<file path="src/rtl/cruise_ctrl_param.sv">
// Parametrised cruise-control core: models vehicle speed from driver inputs and
// engages, holds, adjusts, suspends and resumes a saturating cruise set-point.
module cruise_ctrl_param #(
  parameter int unsigned W          = 8,
  parameter int unsigned MIN_SET    = 46,
  parameter int unsigned MAX_SPEED  = (1 << W) - 1,
  parameter int unsigned ACC_STEP   = 1,
  parameter int unsigned COAST_STEP = 1,
  parameter int unsigned DRAG_STEP  = 1,
  parameter int unsigned BRAKE_STEP = 2,
  parameter int unsigned TICK_DIV   = 1
) (
  input  logic         clk,
  input  logic         reset,
  input  logic         throttle,
  input  logic         set,
  input  logic         accel,
  input  logic         coast,
  input  logic         cancel,
  input  logic         resume,
  input  logic         brake,
  output logic [W-1:0] speed,
  output logic [W-1:0] cruisespeed,
  output logic         cruisectrl,
  output logic         sp_valid,
  output logic [1:0]   state_o
);

  localparam int unsigned DIV_W = (TICK_DIV > 1) ? $clog2(TICK_DIV) : 1;

  localparam logic [W-1:0] MAXV  = W'(MAX_SPEED);
  localparam logic [W-1:0] MINS  = W'(MIN_SET);
  localparam logic [W-1:0] ACC   = W'(ACC_STEP);
  localparam logic [W-1:0] COAST = W'(COAST_STEP);
  localparam logic [W-1:0] DRAG  = W'(DRAG_STEP);
  localparam logic [W-1:0] BRAKE = W'(BRAKE_STEP);

  typedef enum logic [1:0] {
    IDLE   = 2'd0,
    MANUAL = 2'd1,
    CRUISE = 2'd2
  } state_e;

  state_e             state_q;
  logic [W-1:0]       speed_q;
  logic [W-1:0]       cruisespeed_q;
  logic               cruisectrl_q;
  logic               sp_valid_q;
  logic [DIV_W-1:0]   div_cnt_q;

  logic               tick;
  logic [W-1:0]       manual_spd;
  logic               manual_idle;
  logic [W-1:0]       reg_spd;
  logic [W-1:0]       coast_cs;
  logic [W-1:0]       diff;

  function automatic logic [W-1:0] sat_add(input logic [W-1:0] x, input logic [W-1:0] s);
    logic [W:0] sum;
    sum = {1'b0, x} + {1'b0, s};
    return (sum > {1'b0, MAXV}) ? MAXV : sum[W-1:0];
  endfunction

  function automatic logic [W-1:0] sat_sub(input logic [W-1:0] x, input logic [W-1:0] s);
    return (x > s) ? (x - s) : '0;
  endfunction

  assign tick = (div_cnt_q == DIV_W'(TICK_DIV - 1));

  always_comb begin
    manual_spd  = '0;
    manual_idle = 1'b0;
    reg_spd     = speed_q;
    coast_cs    = '0;
    diff        = '0;

    if (brake) begin
      manual_spd = sat_sub(speed_q, BRAKE);
    end else if (throttle) begin
      manual_spd = sat_add(speed_q, ACC);
    end else begin
      manual_spd = sat_sub(speed_q, DRAG);
    end
    // Only a slowing rule (brake or drag) may drop the car back to IDLE.
    manual_idle = (brake || !throttle) && (manual_spd == '0);

    // Regulation steps are clipped to the gap so the set-point is never overshot.
    if (speed_q > cruisespeed_q) begin
      diff    = speed_q - cruisespeed_q;
      reg_spd = speed_q - ((diff < DRAG) ? diff : DRAG);
    end else if (speed_q < cruisespeed_q) begin
      diff    = cruisespeed_q - speed_q;
      reg_spd = speed_q + ((diff < ACC) ? diff : ACC);
    end

    coast_cs = sat_sub(cruisespeed_q, COAST);
    if (coast_cs < MINS) begin
      coast_cs = MINS;
    end
  end

  always_ff @(posedge clk) begin
    if (reset) begin
      state_q       <= IDLE;
      speed_q       <= '0;
      cruisespeed_q <= '0;
      cruisectrl_q  <= 1'b0;
      sp_valid_q    <= 1'b0;
      div_cnt_q     <= '0;
    end else begin
      div_cnt_q <= tick ? '0 : div_cnt_q + DIV_W'(1);
      if (tick) begin
        case (state_q)
          IDLE: begin
            speed_q <= '0;
            if (throttle) begin
              state_q <= MANUAL;
              speed_q <= ACC;
            end else if (cancel) begin
              sp_valid_q    <= 1'b0;
              cruisespeed_q <= '0;
            end
          end
          MANUAL: begin
            if (cancel) begin
              sp_valid_q    <= 1'b0;
              cruisespeed_q <= '0;
              speed_q       <= manual_spd;
              if (manual_idle) state_q <= IDLE;
            end else if (resume && sp_valid_q && !brake) begin
              state_q      <= CRUISE;
              cruisectrl_q <= 1'b1;
              speed_q      <= reg_spd;
            end else if (set && !brake && (speed_q >= MINS)) begin
              state_q       <= CRUISE;
              cruisectrl_q  <= 1'b1;
              cruisespeed_q <= speed_q;
              sp_valid_q    <= 1'b1;
            end else begin
              speed_q <= manual_spd;
              if (manual_idle) state_q <= IDLE;
            end
          end
          CRUISE: begin
            if (brake) begin
              state_q      <= MANUAL;
              cruisectrl_q <= 1'b0;
              speed_q      <= sat_sub(speed_q, BRAKE);
            end else if (cancel) begin
              state_q      <= MANUAL;
              cruisectrl_q <= 1'b0;
              speed_q      <= sat_sub(speed_q, DRAG);
            end else if (set && (speed_q >= MINS)) begin
              cruisespeed_q <= speed_q;
            end else if (accel) begin
              cruisespeed_q <= sat_add(cruisespeed_q, ACC);
              speed_q       <= sat_add(speed_q, ACC);
            end else if (coast) begin
              cruisespeed_q <= coast_cs;
              speed_q       <= sat_sub(speed_q, COAST);
            end else if (throttle) begin
              speed_q <= sat_add(speed_q, ACC);
            end else begin
              speed_q <= reg_spd;
            end
          end
          default: begin
            state_q      <= IDLE;
            speed_q      <= '0;
            cruisectrl_q <= 1'b0;
            sp_valid_q   <= 1'b0;
          end
        endcase
      end
    end
  end

  assign speed       = speed_q;
  assign cruisespeed = cruisespeed_q;
  assign cruisectrl  = cruisectrl_q;
  assign sp_valid    = sp_valid_q;
  assign state_o     = state_q;

endmodule

</file>
<file path="config.mk">
export PLATFORM = sky130hd
export DESIGN_NAME = cruise_ctrl_param
export DESIGN_NICKNAME = d
export VERILOG_FILES = /design/src/rtl/cruise_ctrl_param.sv
export SDC_FILE = /design/constraint.sdc
export NUM_CORES = 1
export LEC_CHECK = 0
export ABC_AREA = 0
export BUFFER_PORTS_ARGS = -buffer_cell sky130_fd_sc_hd__buf_4
export CORE_MARGIN = 4
export CORE_UTILIZATION = 55
export CTS_CLUSTER_DIAMETER = 30
export DETAILED_ROUTE_END_ITERATION = 12
export HOLD_SLACK_MARGIN = 0.08
export PLACE_DENSITY = 0.84
export SKIP_LAST_GASP = 1
export SLEW_MARGIN = 20
export SYNTH_ARGS = -nofsm -noshare
export SYNTH_HDL_FRONTEND = slang
export SYNTH_SLANG_ARGS = --single-unit
export TNS_END_PERCENT = 10
</file>
<file path="constraint.sdc">
create_clock -name clk -period 10.78 [get_ports clk]
set_input_delay 2.156 -clock clk [delete_from_list [all_inputs] [get_ports clk]]
set_output_delay 2.156 -clock clk [all_outputs]
set_load 0.1 [all_outputs]
</file>
Yosys cells after proc, flatten, opt, wreduce, memory -nomap -nowiden
Index checks and enable logic that the tools add are counted.

Bits of input ports: 9. Output and inout port bits: 20. Logic and storage cells: 115. Bits in registers: 21.

Muxes and demuxes: 52. Eq/ne operators: 15. Reduce and logical (&&, ||, !) cells: 18. Bitwise gates (word level): 3. Order comparisons: 11. Add/subtract/negate cells: 10.

Operators by type and width (number): 8-bit 2-to-1 mux (31); 8-bit one-hot mux with 3 select lines (2); 8-bit subtractor (3); 8-bit by 1-bit adder with 9-bit output, second input constant (2); 9-bit by 8-bit > comparator with 1-bit output, second input constant (2); 8-bit by 1-bit > comparator with 1-bit output, second input constant (2); 8-bit by 1-bit less-than comparator with 1-bit output, second input constant (2); 8-bit by 1-bit subtractor with 8-bit output, second input constant (2); 2-bit 2-to-1 mux (7); 2-bit inequality test, second input constant (6); 3-bit inequality test, second input constant (4); 4-bit inequality test, second input constant (3); 1-bit 2-to-1 mux (9); 9-bit AND reduction (1); 8-bit adder (1); 8-bit by 6-bit greater-or-equal comparator with 1-bit output, second input constant (1); 8-bit by 2-bit > comparator with 1-bit output, second input constant (1); 8-bit > comparator (1); 8-bit logical NOT (1); 8-bit by 6-bit less-than comparator with 1-bit output, second input constant (1); 8-bit less-than comparator (1); 8-bit by 2-bit subtractor with 8-bit output, second input constant (1); 1-bit logical AND (6); 1-bit one-hot mux with 3 select lines (2); other kinds (13) (17).

Logic depth before layout (Yosys ltp)
Word-level depth: 13. Depth in mapped cells: 19. Depth with buffers taken out: 17.

Worst setup path after synthesis
Ideal clock, no wire load.

Path type: flip-flop to flip-flop. Start: reg speed_q[1] (netlist: speed[1]). End: reg speed_q[4] (netlist: speed[4]). Stages on the path, launching flop included: 18. Library setup time: 114 ps. Slack: 6086 ps. Data required time: 10666 ps. Arrival: 4580 ps. Period minus slack after synthesis: 4694 ps. Path buffers: 1. Cell sequence: dfxtp_1 -> clkbuf_1 -> inv_1 -> fa_1 -> nand2b_1 -> a21oi_1 -> mux2i_1 -> nand4bb_1 -> o21ai_0 -> fa_1 -> a21o_1 -> a21oi_1 -> xnor2_1 -> a211oi_1 -> a2111oi_0 -> o21ai_0 -> o311ai_0 -> a21o_1.

Longest elaborated chain between the ends: 13. Elaborated cells between the ends (all ways): 39. Classes of those cells: add/sub: 7; order compare: 8; eq/ne: 2; mux: 19; reduce/logical: 3.

Ends and longest elaborated chain: from (decl) (line 45) `logic [W-1:0] speed_q;`; from (signal assigned) (line 128) `speed_q <= manual_spd;`; from (signal assigned) (line 133) `speed_q <= reg_spd;`; from (signal assigned) (line 140) `speed_q <= manual_spd;`; 8-bit subtractor (line 92) `diff = cruisespeed_q - speed_q;`; 8-bit by 1-bit less-than comparator with 1-bit output (line 93) `reg_spd = speed_q + ((diff < ACC) ? diff : ACC);`; 8-bit 2-to-1 mux (line 93); 8-bit adder (line 93); 8-bit 2-to-1 mux (line 91) `end else if (speed_q < cruisespeed_q) begin`; 8-bit 2-to-1 mux (line 88) `if (speed_q > cruisespeed_q) begin`; 8-bit 2-to-1 mux (line 161) `end else if (throttle) begin`; 8-bit 2-to-1 mux (line 158) `end else if (coast) begin`; 8-bit 2-to-1 mux (line 155) `end else if (accel) begin`; 8-bit 2-to-1 mux (line 153) `end else if (set && (speed_q >= MINS)) begin`; 8-bit 2-to-1 mux (line 149) `end else if (cancel) begin`; 8-bit 2-to-1 mux (line 145) `if (brake) begin`; 8-bit one-hot mux with 3 select lines (line 113) `case (state_q)`.

Several ways; a longest one is shown, not always the timed one. The select of a mux whose other input is x is not followed. A chain may end at the register's enable or synchronous reset.

Worst setup path after layout
Start: reg speed_q[1] (netlist: speed[1]). End: reg speed_q[6] (netlist: speed[6]).

The elaborated chain is that of the path after synthesis.

==> impl_metrics.xml <==
<?xml version="1.0" encoding="UTF-8"?>
<metrics>
  <group name="logic_synthesis">
    <metric name="yosys.area_share.xor_xnor" unit="">0.0450</metric>
    <metric name="synth.avg_cell_area" unit="sq um">7.09</metric>
    <metric name="synth.top_cell.area_share" unit="">0.120</metric>
    <metric name="synth.largest_area_cell" unit="">ha_1</metric>
    <metric name="synth_async_sr_flop_share" unit="">0</metric>
    <metric name="netlist_top_cells_area" unit="">ha_1, dfxtp_1, a21oi_1</metric>
    <metric name="synth-simple-area-share" unit="">0.258</metric>
    <metric name="synth-compound-area-share" unit="">0.372</metric>
    <metric name="main_combinational_cell_family_by_area_after_synthesis" unit="">compound AO/OA/AOI/OAI gates</metric>
    <metric name="synth_edf_count" unit="">0</metric>
    <metric name="ys.warnings.count" unit="">0</metric>
    <metric name="synth_adder_area_share" unit="">0.138</metric>
    <metric name="postSynthCellCount" unit="">631</metric>
    <metric name="synth.area.mux_share" unit="">0.0179</metric>
    <metric name="ys_seq_area_frac" unit="">0.0940</metric>
    <metric name="dominantRegCellSynth" unit="">dfxtp_1</metric>
    <metric name="syn_area" unit="sq mm">0.00447</metric>
    <metric name="yosys.cell_types.count" unit="">87</metric>
    <metric name="ys_ff_latch" unit="">21</metric>
  </group>
  <group name="routing">
    <metric name="drtPass1Iterations" unit="">6</metric>
    <metric name="route.detailed.wl_per_inst" unit="um">19.7</metric>
    <metric name="drt_wl_total" unit="um">14700</metric>
    <metric name="num_vias" unit="">5186</metric>
    <metric name="detailedRoute.firstIterationViolations" unit="">573</metric>
    <metric name="drc_errors" unit="">0</metric>
    <metric name="antenna_left" unit="">0</metric>
    <metric name="vias_per_cell" unit="">6.97</metric>
  </group>
  <group name="timing">
    <metric name="slew_headroom" unit="">0.399</metric>
    <metric name="setup_tns_final" unit="ps">0</metric>
    <metric name="whs" unit="ps">565</metric>
    <metric name="unrepaired_setup_endpoints_after_global_routing" unit="">no</metric>
    <metric name="worst_setup_skew_after_layout" unit="ps">13.6</metric>
    <metric name="drv_slew" unit="">0</metric>
    <metric name="finalHoldViolations" unit="">0</metric>
    <metric name="max_slew.worst_pin.slew" unit="ps">901</metric>
    <metric name="fmax" unit="MHz">211</metric>
    <metric name="fin_ws" unit="ps">6050</metric>
    <metric name="fin_crit_sh" unit="">0.439</metric>
    <metric name="min_period" unit="ps">4730</metric>
    <metric name="setup_viol" unit="">0</metric>
  </group>
  <group name="layout">
    <metric name="drive_gt1_frac" unit="">0.101</metric>
    <metric name="final_cells" unit="">744</metric>
    <metric name="insertedDiodeCount" unit="">0</metric>
    <metric name="num-nets-final" unit="">699</metric>
    <metric name="area_growth_syn_to_layout" unit="%">5.88</metric>
  </group>
  <group name="global_route">
    <metric name="number_of_antenna_violations_at_the_first_check_in_global_routing" unit="">0</metric>
    <metric name="via_count_of_the_first_global_routing_pass" unit="">4810</metric>
    <metric name="grt_usage" unit="">0.286</metric>
    <metric name="grt_pass1_wl" unit="um">23400</metric>
    <metric name="largest_net_degree_at_the_start_of_global_routing" unit="">24</metric>
    <metric name="grt_overflow_total" unit="">0</metric>
  </group>
  <group name="placement">
    <metric name="placed_cells_incl_taps" unit="">740</metric>
    <metric name="routabilityCongestion" unit="">1.21</metric>
    <metric name="dpl.hpwl" unit="um">11100</metric>
    <metric name="pre_cts_ws" unit="ps">6160</metric>
    <metric name="port-buffer-count" unit="">28</metric>
  </group>
  <group name="power_and_ir_drop">
    <metric name="intPower" unit="uW">157</metric>
    <metric name="power_leakage" unit="uW">0.00193</metric>
    <metric name="power.clock.fraction" unit="">0.202</metric>
    <metric name="power_density" unit="mW/mm^2">60.4</metric>
    <metric name="sw_frac_of_total" unit="">0.452</metric>
    <metric name="sequentialPowerShare" unit="">0.292</metric>
    <metric name="comb_power_share" unit="">0.506</metric>
    <metric name="net_switching_power_of_the_design" unit="uW">129</metric>
    <metric name="vdd_ir_max" unit="mV">0.0402</metric>
  </group>
  <group name="worst_setup_path">
    <metric name="critPathLaunchType" unit="">flop</metric>
    <metric name="worst_path_max_delay_cell" unit="">dfxtp_1</metric>
    <metric name="worstSetupEndpointType" unit="">flop</metric>
    <metric name="crit_path_max_incr_delay" unit="ps">840</metric>
    <metric name="crit_path_max_delay_family" unit="">compound AO/OA/AOI/OAI gates</metric>
    <metric name="arrival" unit="ps">4910</metric>
    <metric name="highest_net_fanout_along_the_worst_path" unit="">18</metric>
    <metric name="critical_path.n_buffers_inverters" unit="">1</metric>
    <metric name="timing.critical_path.required" unit="ps">10960</metric>
    <metric name="timing.critical_path.mode_cell" unit="">o21ai_0</metric>
    <metric name="critPathKind" unit="">reg -&gt; reg</metric>
    <metric name="crit_path_cell_trace" unit="">inv_1 -&gt; ha_1 -&gt; and3b_1 -&gt; o21ba_2 -&gt; o31a_1 -&gt; o2111ai_1 -&gt; nand2_1 -&gt; fa_1 -&gt; nor2b_1 -&gt; o21ai_0 -&gt; a21oi_1 -&gt; o21ai_0 -&gt; a21boi_0 -&gt; o21ai_0 -&gt; a31oi_1 -&gt; nand3_1</metric>
  </group>
  <group name="die">
    <metric name="num_rows" unit="">32</metric>
    <metric name="die-area" unit="sq mm">0.00964</metric>
    <metric name="initial_core_util" unit="">0.573</metric>
    <metric name="design.portCount" unit="">29</metric>
    <metric name="core_region_area" unit="sq mm">0.00781</metric>
    <metric name="die_h" unit="um">98.2</metric>
    <metric name="die-width" unit="um">98.2</metric>
  </group>
  <group name="hold_path">
    <metric name="timing.hold.worst.class" unit="">reg -&gt; reg</metric>
  </group>
  <group name="clock_tree">
    <metric name="cts_resized" unit="">0</metric>
    <metric name="tritoncts" unit="">built</metric>
    <metric name="numCtsBuffers" unit="">3</metric>
    <metric name="clock_sink_count" unit="">21</metric>
    <metric name="clk-insertion-delay-late" unit="ps">280</metric>
    <metric name="clockRootBuffer" unit="">clkbuf_8</metric>
    <metric name="hold_bufs_at_cts" unit="">0</metric>
    <metric name="ctsHtreeMaxLevel" unit="">1</metric>
    <metric name="postCtsSetupRepairBufs" unit="">0</metric>
    <metric name="clk_pin_slew_worst_paths" unit="ps">100</metric>
    <metric name="clockBufferDepth" unit="">2</metric>
  </group>
  <group name="job">
    <metric name="cap_viol_max_count" unit="">0</metric>
  </group>
  <group name="status">
    <metric name="outcome" unit="">finished, final reports clean</metric>
  </group>
</metrics>
==> flip-flops by register name, indices dropped and copies added, names as in the netlist <==
signal	count
cruisespeed	8
speed	8
state_o	2
cruisectrl	1
div_cnt_q	1
sp_valid	1
==> routing by layer <==
metal	vias to the layer above	share of wire	GRT usage
met4	0	0.049	0.132
met1	2339	0.40	0.380
met2	375	0.43	0.462
met3	84	0.12	0.0364
met5	-	0	0
li1	2388	-	-
==> final timing paths <==
path	cells after the start	from	slack [ps]	endpoint
min reg2reg	2	cruisectrl	560	cruisectrl
max	16	speed[1]	6050	speed[6]
max reg2reg	16	speed[1]	6050	speed[6]
min	2	cruisectrl	560	cruisectrl
==> cells in the mapped netlist, types with 4 or more instances <==
library cell / number
a31oi_1: 12
dfxtp_1: 21
o221ai_1: 6
nand3_1: 23
or2_2: 7
nand2_1: 50
o21a_1: 5
o2111ai_1: 9
a21o_1: 18
buf_2: 12
nand4_1: 7
and2_1: 6
inv_1: 31
nor2b_1: 12
a21boi_0: 7
o22a_1: 4
nand2b_1: 9
mux2i_1: 8
ha_1: 43
o211ai_1: 12
o31ai_1: 4
a21oi_1: 62
o21bai_1: 5
nor2_1: 51
nor3_1: 16
nor3b_1: 4
or4_1: 5
a22oi_1: 4
xor2_1: 6
or3_1: 11
o21ai_0: 31
xnor2_1: 17
a211oi_1: 5
fa_1: 4
clkbuf_1: 19
==> worst reg2reg max path, cell delays in order, from the launching register on <==
cell	delay, ps
dfxtp_1	840
inv_1	430
ha_1	450
and3b_1	200
o21ba_2	220
o31a_1	270
o2111ai_1	460
nand2_1	140
fa_1	440
nor2b_1	130
o21ai_0	110
a21oi_1	200
o21ai_0	110
a21boi_0	170
o21ai_0	150
a31oi_1	210
nand3_1	90
==> stage by stage <==
stage	util	cell area [sq um]	total power, uW
2_1_floorplan	-	4520	194
3_3_place_gp	0.600	4690	221
3_5_place_dp	0.600	4690	224
4_1_cts	0.606	4730	281
5_1_grt	0.606	4730	299
6_report	0.606	4730	286
==> cell usage in the layout (no fill, tap or decap), types with 4 or more instances in the layout <==
cell,synthesis,routed
a21oi_1,62,62
nor2_1,51,51
nand2_1,50,50
ha_1,43,43
buf_4,2,33
inv_1,31,31
o21ai_0,31,31
nand3_1,23,23
dfxtp_1,21,21
a21o_1,18,18
xnor2_1,17,17
nor3_1,16,16
conb_1,2,15
nor2b_1,12,12
a31oi_1,12,12
o211ai_1,12,12
or3_1,11,11
o2111ai_1,9,9
nand2b_1,9,9
mux2i_1,8,8
a21boi_0,7,7
or2_2,7,7
nand4_1,7,7
and2_1,6,6
xor2_1,6,6
o221ai_1,6,6
a211oi_1,5,5
o21bai_1,5,5
or4_1,5,5
o21a_1,5,5
a22oi_1,4,4
o22a_1,4,4
nor3b_1,4,4
o31ai_1,4,4
fa_1,4,4
==> cell type report <==
class | instances | area [sq um]
multi-input cells | 552 | 3770
fillers | 735 | 3070
flip-flops and latches | 21 | 420
repair buffers | 33 | 248
well taps | 102 | 128
inverters | 32 | 120
clock buffers | 3 | 41.3
clock inverters | 1 | 5.00
==> power by group through the flow <==
| stage | sequential (uW) | clock [uW] | combinational [uW] |
|---|---|---|---|
| after floorplan | 91.0 | 0 | 103 |
| after global placement | 84.8 | 0 | 136 |
| after detailed placement | 85.0 | 0 | 139 |
| after CTS | 83.2 | 57.5 | 140 |
| after global routing | 83.9 | 59.4 | 156 |
| final | 83.4 | 57.7 | 145 |
==> cells by family (layout without fill, tap and decap cells) <==
family | count (synthesis) | count (layout)
AO/OA/AOI/OAI | 237 | 237
XOR/XNOR | 23 | 23
adder cells (fa/ha/maj) | 47 | 47
buffers and inverters | 71 | 69
flip-flops | 21 | 21
multiplexers | 8 | 8
other | 2 | 15
AND/OR/NAND/NOR | 222 | 222
(Power assumes the default switching activity.)
